`src/rtl/dds_sweep_ctrl.sv`:
```
// Frequency-sweep sequencer feeding the DDS freq_word input.
// Accepts one descriptor, then steps the word on a dwell cadence (single, sawtooth or triangle).
module dds_sweep_ctrl #(
    parameter int unsigned FW = 32,
    parameter int unsigned CW = 16
) (
    input  logic          clk,
    input  logic          rst_n,
    input  logic          cfg_valid,
    output logic          cfg_ready,
    input  logic [FW-1:0] cfg_start_fw,
    input  logic [FW-1:0] cfg_step_fw,
    input  logic [CW-1:0] cfg_nsteps,
    input  logic [CW-1:0] cfg_dwell,
    input  logic [1:0]    cfg_mode,
    input  logic          abort,
    output logic [FW-1:0] freq_word,
    output logic          freq_valid,
    output logic [CW-1:0] step_idx,
    output logic          busy,
    output logic          done
);

    localparam logic [1:0] MODE_SINGLE   = 2'd0;
    localparam logic [1:0] MODE_SAWTOOTH = 2'd1;
    localparam logic [1:0] MODE_TRIANGLE = 2'd2;

    typedef enum logic [1:0] {
        S_IDLE  = 2'd0,
        S_DWELL = 2'd1,
        S_DONE  = 2'd2
    } state_e;

    state_e        state_q,      state_d;
    logic [FW-1:0] start_q,      start_d;
    logic [FW-1:0] step_q,       step_d;
    logic [CW-1:0] nsteps_q,     nsteps_d;
    logic [CW-1:0] dwell_q,      dwell_d;
    logic [1:0]    mode_q,       mode_d;
    logic [CW-1:0] cnt_q,        cnt_d;
    logic          dir_down_q,   dir_down_d;
    logic [FW-1:0] freq_word_q,  freq_word_d;
    logic          freq_valid_q, freq_valid_d;
    logic [CW-1:0] step_idx_q,   step_idx_d;
    logic          busy_q,       busy_d;
    logic          done_q,       done_d;
    logic          cfg_ready_q,  cfg_ready_d;

    // State and output registers
    always_ff @(posedge clk or negedge rst_n) begin
        if (!rst_n) begin
            state_q      <= S_IDLE;
            start_q      <= '0;
            step_q       <= '0;
            nsteps_q     <= '0;
            dwell_q      <= '0;
            mode_q       <= MODE_SINGLE;
            cnt_q        <= '0;
            dir_down_q   <= 1'b0;
            freq_word_q  <= '0;
            freq_valid_q <= 1'b0;
            step_idx_q   <= '0;
            busy_q       <= 1'b0;
            done_q       <= 1'b0;
            cfg_ready_q  <= 1'b1;
        end else begin
            state_q      <= state_d;
            start_q      <= start_d;
            step_q       <= step_d;
            nsteps_q     <= nsteps_d;
            dwell_q      <= dwell_d;
            mode_q       <= mode_d;
            cnt_q        <= cnt_d;
            dir_down_q   <= dir_down_d;
            freq_word_q  <= freq_word_d;
            freq_valid_q <= freq_valid_d;
            step_idx_q   <= step_idx_d;
            busy_q       <= busy_d;
            done_q       <= done_d;
            cfg_ready_q  <= cfg_ready_d;
        end
    end

    // Next-state and next-output logic
    always_comb begin
        state_d      = state_q;
        start_d      = start_q;
        step_d       = step_q;
        nsteps_d     = nsteps_q;
        dwell_d      = dwell_q;
        mode_d       = mode_q;
        cnt_d        = cnt_q;
        dir_down_d   = dir_down_q;
        freq_word_d  = freq_word_q;
        freq_valid_d = 1'b0;
        step_idx_d   = step_idx_q;
        busy_d       = busy_q;
        done_d       = 1'b0;
        cfg_ready_d  = cfg_ready_q;

        unique case (state_q)
            S_IDLE: begin
                cfg_ready_d = 1'b1;
                busy_d      = 1'b0;
                if (cfg_valid) begin
                    start_d      = cfg_start_fw;
                    step_d       = cfg_step_fw;
                    nsteps_d     = cfg_nsteps;
                    dwell_d      = cfg_dwell;
                    mode_d       = (cfg_mode == 2'd3) ? MODE_SINGLE : cfg_mode;
                    cnt_d        = cfg_dwell;
                    dir_down_d   = 1'b0;
                    freq_word_d  = cfg_start_fw;
                    freq_valid_d = 1'b1;
                    step_idx_d   = '0;
                    busy_d       = 1'b1;
                    cfg_ready_d  = 1'b0;
                    state_d      = S_DWELL;
                end
            end

            S_DWELL: begin
                cfg_ready_d = 1'b0;
                busy_d      = 1'b1;
                if (abort) begin
                    busy_d      = 1'b0;
                    cfg_ready_d = 1'b1;
                    state_d     = S_IDLE;
                end else if (cnt_q != '0) begin
                    cnt_d = cnt_q - CW'(1);
                end else begin
                    cnt_d = dwell_q;
                    if (step_idx_q < nsteps_q) begin
                        freq_word_d  = dir_down_q ? (freq_word_q - step_q) : (freq_word_q + step_q);
                        step_idx_d   = step_idx_q + CW'(1);
                        freq_valid_d = 1'b1;
                    end else begin
                        // Endpoint of a leg; zero-length repeating sweeps simply park on start
                        unique case (mode_q)
                            MODE_SAWTOOTH: begin
                                if (nsteps_q != '0) begin
                                    freq_word_d  = start_q;
                                    step_idx_d   = '0;
                                    freq_valid_d = 1'b1;
                                end
                            end
                            MODE_TRIANGLE: begin
                                if (nsteps_q != '0) begin
                                    dir_down_d   = ~dir_down_q;
                                    freq_word_d  = dir_down_q ? (freq_word_q + step_q) : (freq_word_q - step_q);
                                    step_idx_d   = CW'(1);
                                    freq_valid_d = 1'b1;
                                end
                            end
                            default: begin
                                busy_d  = 1'b0;
                                done_d  = 1'b1;
                                state_d = S_DONE;
                            end
                        endcase
                    end
                end
            end

            S_DONE: begin
                busy_d      = 1'b0;
                cfg_ready_d = 1'b1;
                state_d     = S_IDLE;
            end

            default: begin
                busy_d      = 1'b0;
                cfg_ready_d = 1'b1;
                state_d     = S_IDLE;
            end
        endcase
    end

    assign cfg_ready  = cfg_ready_q;
    assign freq_word  = freq_word_q;
    assign freq_valid = freq_valid_q;
    assign step_idx   = step_idx_q;
    assign busy       = busy_q;
    assign done       = done_q;

endmodule

```
`config.mk`:
```
export PLATFORM = sky130hd
export DESIGN_NAME = dds_sweep_ctrl
export DESIGN_NICKNAME = d
export VERILOG_FILES = /design/src/rtl/dds_sweep_ctrl.sv
export SDC_FILE = /design/constraint.sdc
export NUM_CORES = 1
export LEC_CHECK = 0
export BUFFER_PORTS_ARGS = -buffer_cell sky130_fd_sc_hd__buf_2
export CAP_MARGIN = 10
export CORE_MARGIN = 2
export CORE_UTILIZATION = 35
export CTS_BUF_LIST = sky130_fd_sc_hd__clkbuf_4
export CTS_CLUSTER_SIZE = 10
export DETAILED_ROUTE_END_ITERATION = 8
export PLACE_DENSITY_LB_ADDON = 0.3
export SETUP_SLACK_MARGIN = 0.3
export SLEW_MARGIN = 20
export SYNTH_ARGS = -nofsm -noshare
export SYNTH_HDL_FRONTEND = slang
export SYNTH_SLANG_ARGS = --single-unit
```
`constraint.sdc`:
```
create_clock -name clk -period 4.4 [get_ports clk]
set_input_delay 1.32 -clock clk [delete_from_list [all_inputs] [get_ports clk]]
set_output_delay 1.32 -clock clk [all_outputs]
set_load 0.05 [all_outputs]
```
* Word-level counts from Yosys, hierarchy flattened
Cells that the tools add are included.
** Operators by class
- Bitwise gates (word level) :: 1
- Muxes and demuxes :: 56
- $add $sub $neg :: 4
- Reductions and logical operators :: 10
- Eq/ne operators :: 16
- Order comparisons :: 1
** Operators by type and width (count)
- $mux 32 :: 8
- $mux 16 :: 9
- $pmux 32 s2 :: 2
- $pmux 16 s2 :: 3
- $add 32x32->32 :: 1
- $reduce_bool 16->1 :: 2
- $sub 32x32->32 :: 1
- $mux 1 :: 23
- $add 16x1->16 const B :: 1
- $lt 16x16->1 :: 1
- $sub 16x1->16 const B :: 1
- $reduce_and 7->1 :: 2
- $mux 2 :: 6
- $ne 2x2->1 const B :: 6
- $ne 3x3->1 const B :: 3
- $ne 4x4->1 const B :: 2
- $pmux 1 s2 :: 4
- $eq 2x1->1 const B :: 2
- $eq 2x2->1 const B :: 2
- $ne 4x3->1 const B :: 1
- $pmux 2 s2 :: 1
- $reduce_and 4->1 :: 1
- $reduce_and 3->1 :: 1
- $logic_not 2->1 :: 1
- other kinds (4) :: 4
** Storage, ports and cells
- Input bits :: 102
- Word-level logic and storage cells :: 102
- Bits in registers :: 169
- Output and inout bits :: 52

* Longest topological paths before layout
Gate-level depths: netlist (run 1).
- Depth after elaboration :: 8
- Gate-level depth with buffers :: 14
- Depth with buffers taken out :: 12

* Worst setup path after synthesis (run 1)
No wires, ideal clock.
- Kind :: reg-to-reg
- From :: reg freq_word_q[0] (netlist: freq_word[0])
- To :: reg freq_word_q[28] (netlist: freq_word[28])
- Library setup time :: 0.134 ns
- Clock period less this slack :: 3.083 ns
- Setup slack :: 1.317 ns
- Arrival :: 2.949 ns
- Required time :: 4.266 ns
- Cell stages (with the launch flop) :: 12
- Buffers on the path :: 0
- Cells stage by stage :: dfrtp_1 > ha_1 > fa_1 > nor2b_1 > o311ai_2 > a211oi_1 > a211o_1 > o211ai_1 > a21oi_1 > o211a_1 > a2111oi_0 > a21oi_1
** On the way
- Cells in the longest elaborated chain, start to end :: 8
- Elaborated cells on any way between the ends :: 10
- Those cells by class :: 2 x add/sub; 8 x mux
** Ends and longest elaborated chain
- from (decl) :: RTL line 42 : logic [FW-1:0] freq_word_q, freq_word_d;
- from (signal assigned) :: RTL line 75 : freq_word_q <= freq_word_d;
- $sub 32x32->32 or $add 32x32->32 (tied branches) :: RTL line 134, 150
- $mux 32 :: RTL line 150 : freq_word_d = dir_down_q ? (freq_word_q + step_q) : (freq_word_q - step_q);
- $mux 32 :: RTL line 148 : if (nsteps_q != '0) begin
- $pmux 32 s2 :: RTL line 139 : unique case (mode_q)
- $mux 32 (*) :: RTL line 133 : if (step_idx_q < nsteps_q) begin
- $mux 32 (*) :: RTL line 129 : end else if (cnt_q != '0) begin
- $mux 32 (*) :: RTL line 125 : if (abort) begin
- $pmux 32 s2 (*) :: RTL line 101 : unique case (state_q)
Every way passes the cells marked *; elsewhere a longest branch is shown, timed or not. The select of a mux whose other input is x is not followed.
A chain may end at the register's enable or synchronous reset.

* Final worst setup path (run 1)
- From :: reg step_idx_q[14] (netlist: step_idx[14])
- To :: reg freq_word_q[4] (netlist: freq_word[4])
** On the way
- Cells in the longest elaborated chain, start to end :: 5
- Elaborated cells on any way between the ends :: 9
- Those cells by class :: 1 x order compare; 3 x eq/ne; 4 x mux; 1 x reduce/logical
** Ends and longest elaborated chain
- from (decl) :: RTL line 44 : logic [CW-1:0] step_idx_q, step_idx_d;
- from (signal assigned) :: RTL line 77 : step_idx_q <= step_idx_d;
- $lt 16x16->1 (*) :: RTL line 133
- $mux 32 :: RTL line 133
- $mux 32 :: RTL line 129
- $mux 32 :: RTL line 125
- $pmux 32 s2 :: RTL line 101
Marked as above.

==> results_dict.tcl, run 1 <==
set metrics [dict create \
    status "finished, final reports clean" \
    setup_ws_ns 0.896 \
    clockRootBuffer "clkbuf_4" \
    skew_ns 0.0506 \
    grt_max_degree 78 \
    endpoint_kind "register" \
    place.gp.congestion 0.926 \
    synth_nets 1705 \
    synth_edf_count 0 \
    cts_hold_buf 0 \
    final_cell_mix "nand2_1, dfrtp_1, buf_2" \
    netlist_area_um2 12100 \
    grt_pass1_vias 11190 \
    synth-adder-area-share_pct 8.78 \
    cts_made_buffers 17 \
    wl_per_cell_um 18.9 \
    wirelength_um 39600 \
    muxShareOfSynthArea_pct 0.474 \
    finish.utilization_pct 39.6 \
    boundaryPins 154 \
    syn_inst 1519 \
    layout_commonest_cell "nand2_1" \
    grt-ovfl-total 0 \
    clk_latency_ns 0.66 \
    cts.sinks 169 \
    leakage_uw 0.00626 \
    reg2reg_slack_ns 0.90 \
    powerDensity_nw_per_um2 639 \
    ant_nets 0 \
    synthXorXnorAreaFrac_pct 2.60 \
    die-area_um2 36200 \
    die_w_um 190 \
    cts_tree "yes" \
    synth_ff_type "dfrtp_1" \
    drt-pass1-iter-count 7 \
    grt_pass1_wl_um 62700 \
    cp-start-kind "register" \
    cp_max_fo 18 \
    crit_type "register to register" \
    critPathRequiredTime_ns 4.94 \
    drc 0 \
    synth_simple_gate_area_share_pct 21.2 \
    area_growth_pct 12.1 \
    tightest_slew_ns 0.803 \
    dp_slack_ns 0.876 \
    track_usage_pct 22.1 \
    row_count 68 \
    drt_iter0_markers 891 \
    hold_viol 0 \
    drive_above_1_share_pct 16.2 \
    coreArea_um2 34400 \
    setup_viol_count_final 0 \
    ys_warn_count 0 \
    setup_tns_ns 0 \
    ir_drop_mv 0.249 \
    slew_headroom_pct 45.3 \
    vias_per_cell 5.54 \
    post_cts_resized 0 \
    cts_htree_levels 4 \
    cp.arrival_ns 4.04 \
    regArea_um2 4230 \
    rsz0062_at_grt "no" \
    drv_cap 0 \
    final_max_slew_viol_count 0 \
    multi_input_area_um2 7200 \
    antenna_found_initial 2 \
    initial_core_util_pct 35.3 \
    synth_top_family_by_area "compound AO/OA/AOI/OAI gates" \
    dp_hpwl_um 29100 \
    ys_seq_elements 169 \
    post_cts_buffers 0 \
    avgSynthCellArea_um2 7.99 \
    fmax_ghz 0.285 \
    fillers 3576 \
    synth_cell_types 92 \
    nets 1812 \
    port-buffer-count 153 \
    fin_crit_sh_pct 79.6 \
    cts_buffer_depth 2 \
    synthArstFlopShare_pct 100 \
    path_clk_slew_ns 0.18 \
    die_h_um 190 \
    ys_seq_area_share_pct 34.8 \
    synth_compound_area_share_pct 26.1 \
    layout_min_cycle_time_ns 3.50 \
    hold_path_class "register to register" \
    vias 11617 \
]
cell families after synthesis:
family	after synthesis
multiplexers	4
AND/OR/NAND/NOR	572
adder cells (fa/ha/maj)	84
buffers and inverters	175
XOR/XNOR	36
AO/OA/AOI/OAI	479
flip-flops	169
per-layer routing:
| metal | global-route usage, % | up-vias | part of all wire, % |
|---|---|---|---|
| li1 | - | 5569 | - |
| met1 | 31.0 | 5570 | 46 |
| met2 | 34.8 | 420 | 45 |
| met3 | 4.07 | 58 | 5.9 |
| met4 | 6.62 | 0 | 2.3 |
| met5 | 0 | - | 0 |
critical path, stage by stage, from the launching register on:
cell and delay, ns:
dfrtp_1 0.47, ha_1 0.36, nand4_1 0.09, nor3_1 0.25
inv_1 0.10, o21ai_2 0.58, mux2i_4 0.81, o21ai_1 0.17
a21o_1 0.18, a221oi_1 0.27, o21ai_1 0.10
power by group:
group / total (uW) / internal [uW] / switching [uW] / leakage (uW)
logic: 5400 / 1820 / 3580 / 0.00402
registers: 2310 / 1930 / 385 / 0.00208
clock network: 982 / 269 / 713 / 0.000156
total: 8700 / 4020 / 4680 / 0.00626
synth_stat cells (4+ instances only):
| master | instances | area [um^2] |
|---|---|---|
| nand2_1 | 298 | 1120 |
| dfrtp_1 | 168 | 4200 |
| o21ai_0 | 131 | 656 |
| nor2_1 | 113 | 424 |
| a21oi_1 | 105 | 526 |
| ha_1 | 82 | 1030 |
| inv_1 | 79 | 297 |
| clkbuf_1 | 47 | 176 |
| o21ai_1 | 28 | 140 |
| buf_2 | 27 | 135 |
| nand3_1 | 24 | 120 |
| nor3_1 | 22 | 110 |
| xnor2_1 | 22 | 193 |
| a211oi_1 | 19 | 143 |
| and3_1 | 19 | 119 |
| a21o_1 | 15 | 113 |
| a31oi_1 | 15 | 93.8 |
| nor2b_1 | 15 | 93.8 |
| nor4_1 | 15 | 93.8 |
| o31ai_1 | 14 | 105 |
| xor2_1 | 14 | 123 |
| a221oi_1 | 13 | 114 |
| o211ai_1 | 13 | 97.6 |
| o21bai_1 | 13 | 97.6 |
| or3_1 | 12 | 75.1 |
| nand2b_1 | 11 | 68.8 |
| o22ai_1 | 11 | 68.8 |
| a221o_1 | 9 | 90.1 |
| nand4_1 | 8 | 50.1 |
| o221ai_1 | 8 | 70.1 |
| and2_1 | 7 | 43.8 |
| buf_4 | 7 | 52.6 |
| o21a_1 | 7 | 52.6 |
| a311oi_1 | 6 | 52.6 |
| buf_1 | 6 | 22.5 |
| inv_2 | 6 | 22.5 |
| a211o_1 | 5 | 43.8 |
| a21boi_0 | 5 | 37.5 |
| nor2_2 | 5 | 31.3 |
| a221oi_2 | 4 | 60.1 |
| o211a_1 | 4 | 40.0 |
| o311ai_1 | 4 | 35.0 |
final timing paths:
kind	from	endpoint	cells after the start
min reg2reg	dwell_q[3]	dwell_q[3]	2
min	dwell_q[3]	dwell_q[3]	2
max	step_idx[14]	freq_word[4]	10
max in group asynchronous	rst_n	step_q[7]	2
max reg2reg	step_idx[14]	freq_word[4]	10
min in group asynchronous	rst_n	cnt_q[6]	1
through the flow:
stage               power [uW]  hold slack (ns)  instances  area (um^2)
floorplan                 6270            0.438       1519        12100
finish                    8700            0.493       2096        13600
CTS                       8660            0.500       2094        13600
global route              9370            0.515       2096        13600
global placement          7590            0.452       2062        13300
detailed placement        7640            0.463       2062        13300
cell type report:
class,instances,share of cell area [%]
diodes,2,0.0368
clock buffers,17,0.938
clock inverters,15,1.31
inverters,86,2.37
multi-input cells,1175,52.9
flip-flops and latches,169,31.1
well taps,455,4.18
repair buffers,177,7.18
flip-flops by register name (all words and copies together), names as in the netlist, 2 cells and up:
name	count
nsteps_q	16
freq_word	32
dwell_q	16
step_q	32
cnt_q	16
step_idx	16
start_q	32
mode_q	2
state_q	2
Power figures use the tool's default switching activity.
==> inputs of run 2 (changes only) <==
==> constraint.sdc (replaced) <==
create_clock -name clk -period 3 [get_ports clk]
set_input_delay 0.9 -clock clk [delete_from_list [all_inputs] [get_ports clk]]
set_output_delay 0.9 -clock clk [all_outputs]
set_load 0.05 [all_outputs]
==> run 2 against run 1 <==
Combinational power is 110% higher; worst hold slack worse by 0.32 ns; cell area is 23% higher; count of clock-buffer cells in the layout is 1 higher; critical path type unchanged; die area stayed put.
==> results_dict.tcl, run 2 (same netlist as run 1, synthesis figures left out) <==
set metrics [dict create \
    grt_max_degree 72 \
    vias 12638 \
    ant_nets 0 \
    dp_hpwl_um 31800 \
    setup_tns_ns 0 \
    ir_drop_mv 0.388 \
    critPathRequiredTime_ns 3.60 \
    setup_viol_count_final 0 \
    wl_met3_um 2490 \
    critical_path.cell_chain "ha_4 -> fa_2 -> nor2b_4 -> o311ai_4 -> a211oi_2 -> a211o_1 -> o21ai_2 -> o311ai_2 -> buf_4 -> and3_4 -> o311ai_2 -> a21boi_2" \
    cts_made_buffers 17 \
    port-buffer-count 153 \
    fmax_ghz 0.336 \
    slew_headroom_pct 56.1 \
    drt_iter0_markers 1037 \
    grt-ovfl-total 0 \
    antenna_found_initial 2 \
    drt-pass1-iter-count 7 \
    cp_max_fo 4 \
    leakage_uw 0.00747 \
    vias_per_cell 5.54 \
    crit_path_max_incr_delay_ns 0.48 \
    stdcell_area_um2 16800 \
    cp.arrival_ns 3.58 \
    cpMaxStageDelayCell "dfrtp_2" \
    final_max_slew_viol_count 0 \
    die_w_um 190 \
    die_h_um 190 \
    layout_min_cycle_time_ns 2.98 \
    hold_viol 0 \
    cts_buffer_depth 2 \
    cts_htree_levels 4 \
    dp_slack_ns -0.0711 \
    drv_cap 0 \
    boundaryPins 154 \
    grt_pass1_vias 12366 \
    place.gp.congestion 0.933 \
    coreArea_um2 34400 \
    cts_tree "yes" \
    status "finished, final reports clean" \
    die-area_um2 36200 \
    crit_type "register to register" \
    wl_per_cell_um 19.8 \
    powerDensity_nw_per_um2 977 \
    cp-start-kind "register" \
    power_uw 16400 \
    path_clk_slew_ns 0.18 \
    drt-met1-wl_um 20300 \
    initial_core_util_pct 35.3 \
    finish.utilization_pct 48.9 \
    row_count 68 \
    nets 1999 \
    reg2reg_slack_ns 0.02 \
    final_cell_mix "nand2_1, buf_4, buf_2" \
    layout_commonest_cell "nand2_1" \
    track_usage_pct 24.6 \
    grt_pass1_wl_um 69300 \
    wirelength_um 45200 \
    area_growth_pct 38.4 \
    rsz0062_at_grt "yes" \
    drc 0 \
    r2r-start "step_q[0]" \
    clockRootBuffer "clkbuf_4" \
    wl_met2_um 21100 \
    fin_crit_sh_pct 99.3 \
    setup_ws_ns 0.0199 \
    drive_above_1_share_pct 37.3 \
    top_layer_used "met4" \
    clk_latency_ns 0.67 \
    endpoint_kind "register" \
    tightest_slew_ns 0.659 \
    reg2regPathDepth 12 \
    timing.rr.end "freq_word[30]" \
    skew_ns 0.0355 \
    post_dp_cell_area_um2 14400 \
    path_common_cell "o311ai_2" \
    hold_path_class "input port to async pin" \
    cts.sinks 169 \
]
==> run 2: cell types whose count changed in the layout (fill, tap and decap cells not counted), sizes merged <==
| cell | delta |
|---|---|
| mux2 | +1 |
| bufbuf | +1 |
| clkbuf | +3 |
| buf | +183 |
| bufinv | +2 |
| inv | -3 |
==> run 2: final cells by class <==
class	instances	area, um^2
inverter	86	325
clock buffer	18	135
clock inverter	14	169
antenna	2	5.00
multi-input combinational	1176	8540
fill	3367	17600
tap	455	569
timing repair buffer	363	2790
sequential	169	4280
==> run 2: what timing repair did <==
action                     4_1_cts  5_1_grt
hold buffers                     0        0
pin swaps                       59       88
resized for setup              138      162
setup endpoints to repair       45       49
buffers inserted                38       33
gates cloned                     5        2
==> run 2: power breakdown <==
group          switching, uW  internal, uW  leakage, uW  total (uW)
sequential               568          2860      0.00204        3420
combinational           6700          4800      0.00527       11500
clock                    965           528     0.000159        1490
total                   8230          8180      0.00747       16400
==> run 2: worst max-delay path by stage <==
stage	endpoint	startpoint	slack, ns
global route	freq_word[30]	step_q[0]	-0.07
global placement	freq_word[19]	freq_word[12]	-0.23
CTS	freq_word[30]	step_q[0]	0.06
detailed placement	freq_word[15]	step_q[12]	-0.07
finish	freq_word[30]	step_q[0]	0.02
floorplan	freq_word[28]	freq_word[0]	0.13
==> run 2: critical path, delay by kind of cell, from the launching register on <==
family          cells  cell delay, ns
simple gates        2            0.29
fa+ha+maj           2            0.53
buf+inv             1            0.17
flops               1            0.48
compound gates      7            1.49
==> run 2: layer usage <==
layer,track usage (%),vias up
li1,-,5979
met1,33.9,6158
met2,39.0,426
met3,4.16,75
met4,8.53,0
met5,0,-
==> run 2: through the flow <==
stage / instances / hold slack (ns)
2_1_floorplan: 1519 / 0.438
3_3_place_gp: 2171 / 0.451
3_5_place_dp: 2171 / 0.461
4_1_cts: 2246 / 0.155
5_1_grt: 2283 / 0.154
6_report: 2283 / 0.178
==> inputs of run 3 (changes only) <==
--- a/config.mk
+++ b/config.mk
@@ -5,8 +5,10 @@
 export SDC_FILE = /design/constraint.sdc
 export NUM_CORES = 1
 export LEC_CHECK = 0
+export ABC_CLOCK_PERIOD_IN_PS = 3000
 export BUFFER_PORTS_ARGS = -buffer_cell sky130_fd_sc_hd__buf_2
 export CAP_MARGIN = 10
+export CORE_ASPECT_RATIO = 0.6
 export CORE_MARGIN = 2
 export CORE_UTILIZATION = 35
 export CTS_BUF_LIST = sky130_fd_sc_hd__clkbuf_4
@@ -14,6 +16,7 @@
 export DETAILED_ROUTE_END_ITERATION = 8
 export PLACE_DENSITY_LB_ADDON = 0.3
 export SETUP_SLACK_MARGIN = 0.3
+export SKIP_CTS_REPAIR_TIMING = 1
 export SLEW_MARGIN = 20
 export SYNTH_ARGS = -nofsm -noshare
 export SYNTH_HDL_FRONTEND = slang
==> run 3 against run 2 <==
The run now ends with setup timing left; via count grew 0.39%; wire length grew 2.8%; sequential share of layout area about the same; global-route usage fell by 0.47 points; critical path depth rose by 1; first-iteration DRC count shrank 0.19%; die area up 0.13%; highest routed layer unchanged; final cell count grew 0.26%; combinational power hardly changed; fmax fell by 0.82%.
==> results_dict.tcl, run 3 (same netlist as run 1, synthesis figures left out) <==
set metrics [dict create \
    drc 0 \
    cp_num_buf_inv 3 \
    crit_type "register to register" \
    layout_min_cycle_time_ns 3.00 \
    holdWs_ns 0.0790 \
    die-area_um2 36200 \
    wirelength_um 46400 \
    status "finished with violations" \
    cp-start-kind "register" \
    powerDensity_nw_per_um2 984 \
    vias 12687 \
    track_usage_pct 24.1 \
    layout_commonest_cell "nand2_1" \
    vias_per_cell 5.54 \
    die_w_um 244 \
    rsz0062_at_grt "yes" \
    fmax_ghz 0.333 \
    cts_tree "yes" \
    post_dp_cell_area_um2 14600 \
    fillers 3305 \
    r2r-start "freq_word[1]" \
    leakage_uw 0.00760 \
    clk_latency_ns 0.65 \
    cpMaxStageDelayCell "dfrtp_2" \
    drt_iter0_markers 1035 \
    boundaryPins 154 \
    multi_input_area_um2 8570 \
    cp.arrival_ns 3.53 \
    drive_above_1_share_pct 37.4 \
    ir_drop_mv 0.466 \
    initial_core_util_pct 35.8 \
    n_antenna_cell 0 \
    violations "setup timing" \
    ant_nets 0 \
    endpoint_kind "register" \
    critPathRequiredTime_ns 3.53 \
    stdcell_area_um2 16800 \
    nets 2003 \
    grt-ovfl-total 0 \
    setup_tns_ns -0.00477 \
    power_uw 16500 \
    path_clk_slew_ns 0.18 \
    area_growth_pct 38.2 \
    grt_max_degree 79 \
    crit_path_max_incr_delay_ns 0.47 \
    antenna_found_initial 0 \
    cts_htree_levels 4 \
    hold_viol 0 \
    path_common_cell "buf_4" \
    cp_max_fo 5 \
    port-buffer-count 153 \
    final_cell_mix "nand2_1, buf_4, buf_2" \
    cts.sinks 169 \
    drt-pass1-iter-count 5 \
    critical_path.cell_chain "buf_4 -> fa_2 -> nor2b_4 -> o311ai_4 -> a211oi_2 -> nor4_2 -> buf_4 -> a211o_1 -> o311ai_2 -> a221o_1 -> o21ai_2 -> buf_4 -> a21oi_2" \
    wl_per_cell_um 20.3 \
    grt_pass1_vias 11741 \
    row_count 52 \
    setup_ws_ns -0.00477 \
    dp_hpwl_um 33300 \
    skew_ns 0.0345 \
    crit_family "compound AO/OA/AOI/OAI gates" \
    hold_path_class "input port to async pin" \
    die_h_um 148 \
    clockRootBuffer "clkbuf_4" \
    timing.rr.end "freq_word[26]" \
    tightest_slew_ns 0.824 \
    regArea_um2 4280 \
    place.gp.congestion 0.941 \
    drv_cap 0 \
    cts_buffer_depth 2 \
    cts_made_buffers 17 \
    slew_headroom_pct 45.1 \
    setup_viol_count_final 1 \
    reg2reg_slack_ns -0.005 \
    fin_crit_sh_pct 100 \
    reg2regPathDepth 13 \
    coreArea_um2 34000 \
    final_max_slew_viol_count 0 \
    grt_pass1_wl_um 67800 \
]
-- run 3: cell types whose count changed in the layout (fill, tap and decap cells not counted), sizes merged --
cell | before | now
buf | 360 | 363
bufbuf | 1 | 0
bufinv | 2 | 1
clkbuf | 20 | 23
clkinvlp | 2 | 4
diode | 2 | 0
inv | 89 | 87
-- run 3: area by class of cell --
type | instances | share of cell area [%]
inverter | 86 | 1.92
timing repair buffer | 367 | 16.5
tap | 459 | 3.42
clock inverter | 13 | 0.745
clock buffer | 19 | 0.850
multi-input combinational | 1176 | 51.1
sequential | 169 | 25.5
-- run 3: stage by stage --
step,setup slack [ns],cells,util (%)
3_5_place_dp,-0.195,2209,43.1
6_report,-0.00477,2289,49.4
4_1_cts,-0.299,2241,43.9
3_3_place_gp,-0.186,2209,43.1
2_1_floorplan,0.130,1519,-
5_1_grt,-0.107,2289,49.4
-- run 3: how the worst max path moves through the flow --
stage	from	end	slack [ns]	cells past startpoint
3_3_place_gp	step_idx[11]	freq_word[21]	-0.19	12
2_1_floorplan	freq_word[0]	freq_word[28]	0.13	11
4_1_cts	step_idx[11]	freq_word[21]	-0.30	12
3_5_place_dp	step_idx[11]	freq_word[29]	-0.19	12
6_report	freq_word[1]	freq_word[26]	-0.005	13
5_1_grt	step_q[0]	freq_word[26]	-0.11	13
-- run 3: metal layers --
| layer | up-vias | global-route usage [%] | routed length (um) |
|---|---|---|---|
| met5 | - | 0 | 0 |
| met4 | 0 | 4.91 | 595 |
| met3 | 34 | 4.98 | 3330 |
| met2 | 449 | 34.1 | 19400 |
| met1 | 6229 | 37.3 | 23100 |
| li1 | 5975 | - | - |
-- run 3: worst register-to-register path, stage by stage (launching register included) --
cell and delay, ns:
dfrtp_2 0.47, buf_4 0.15, fa_2 0.39, nor2b_4 0.15, o311ai_4 0.32, a211oi_2 0.15
nor4_2 0.16, buf_4 0.19, a211o_1 0.16, o311ai_2 0.13, a221o_1 0.40, o21ai_2 0.07
buf_4 0.14, a21oi_2 0.04
-- run 3: power by group --
part           leakage [uW]  switching [uW]  internal [uW]
Sequential          0.00204             570           2850
Combinational       0.00542            6820           4860
Clock              0.000137             976            438
Total               0.00760            8360           8150
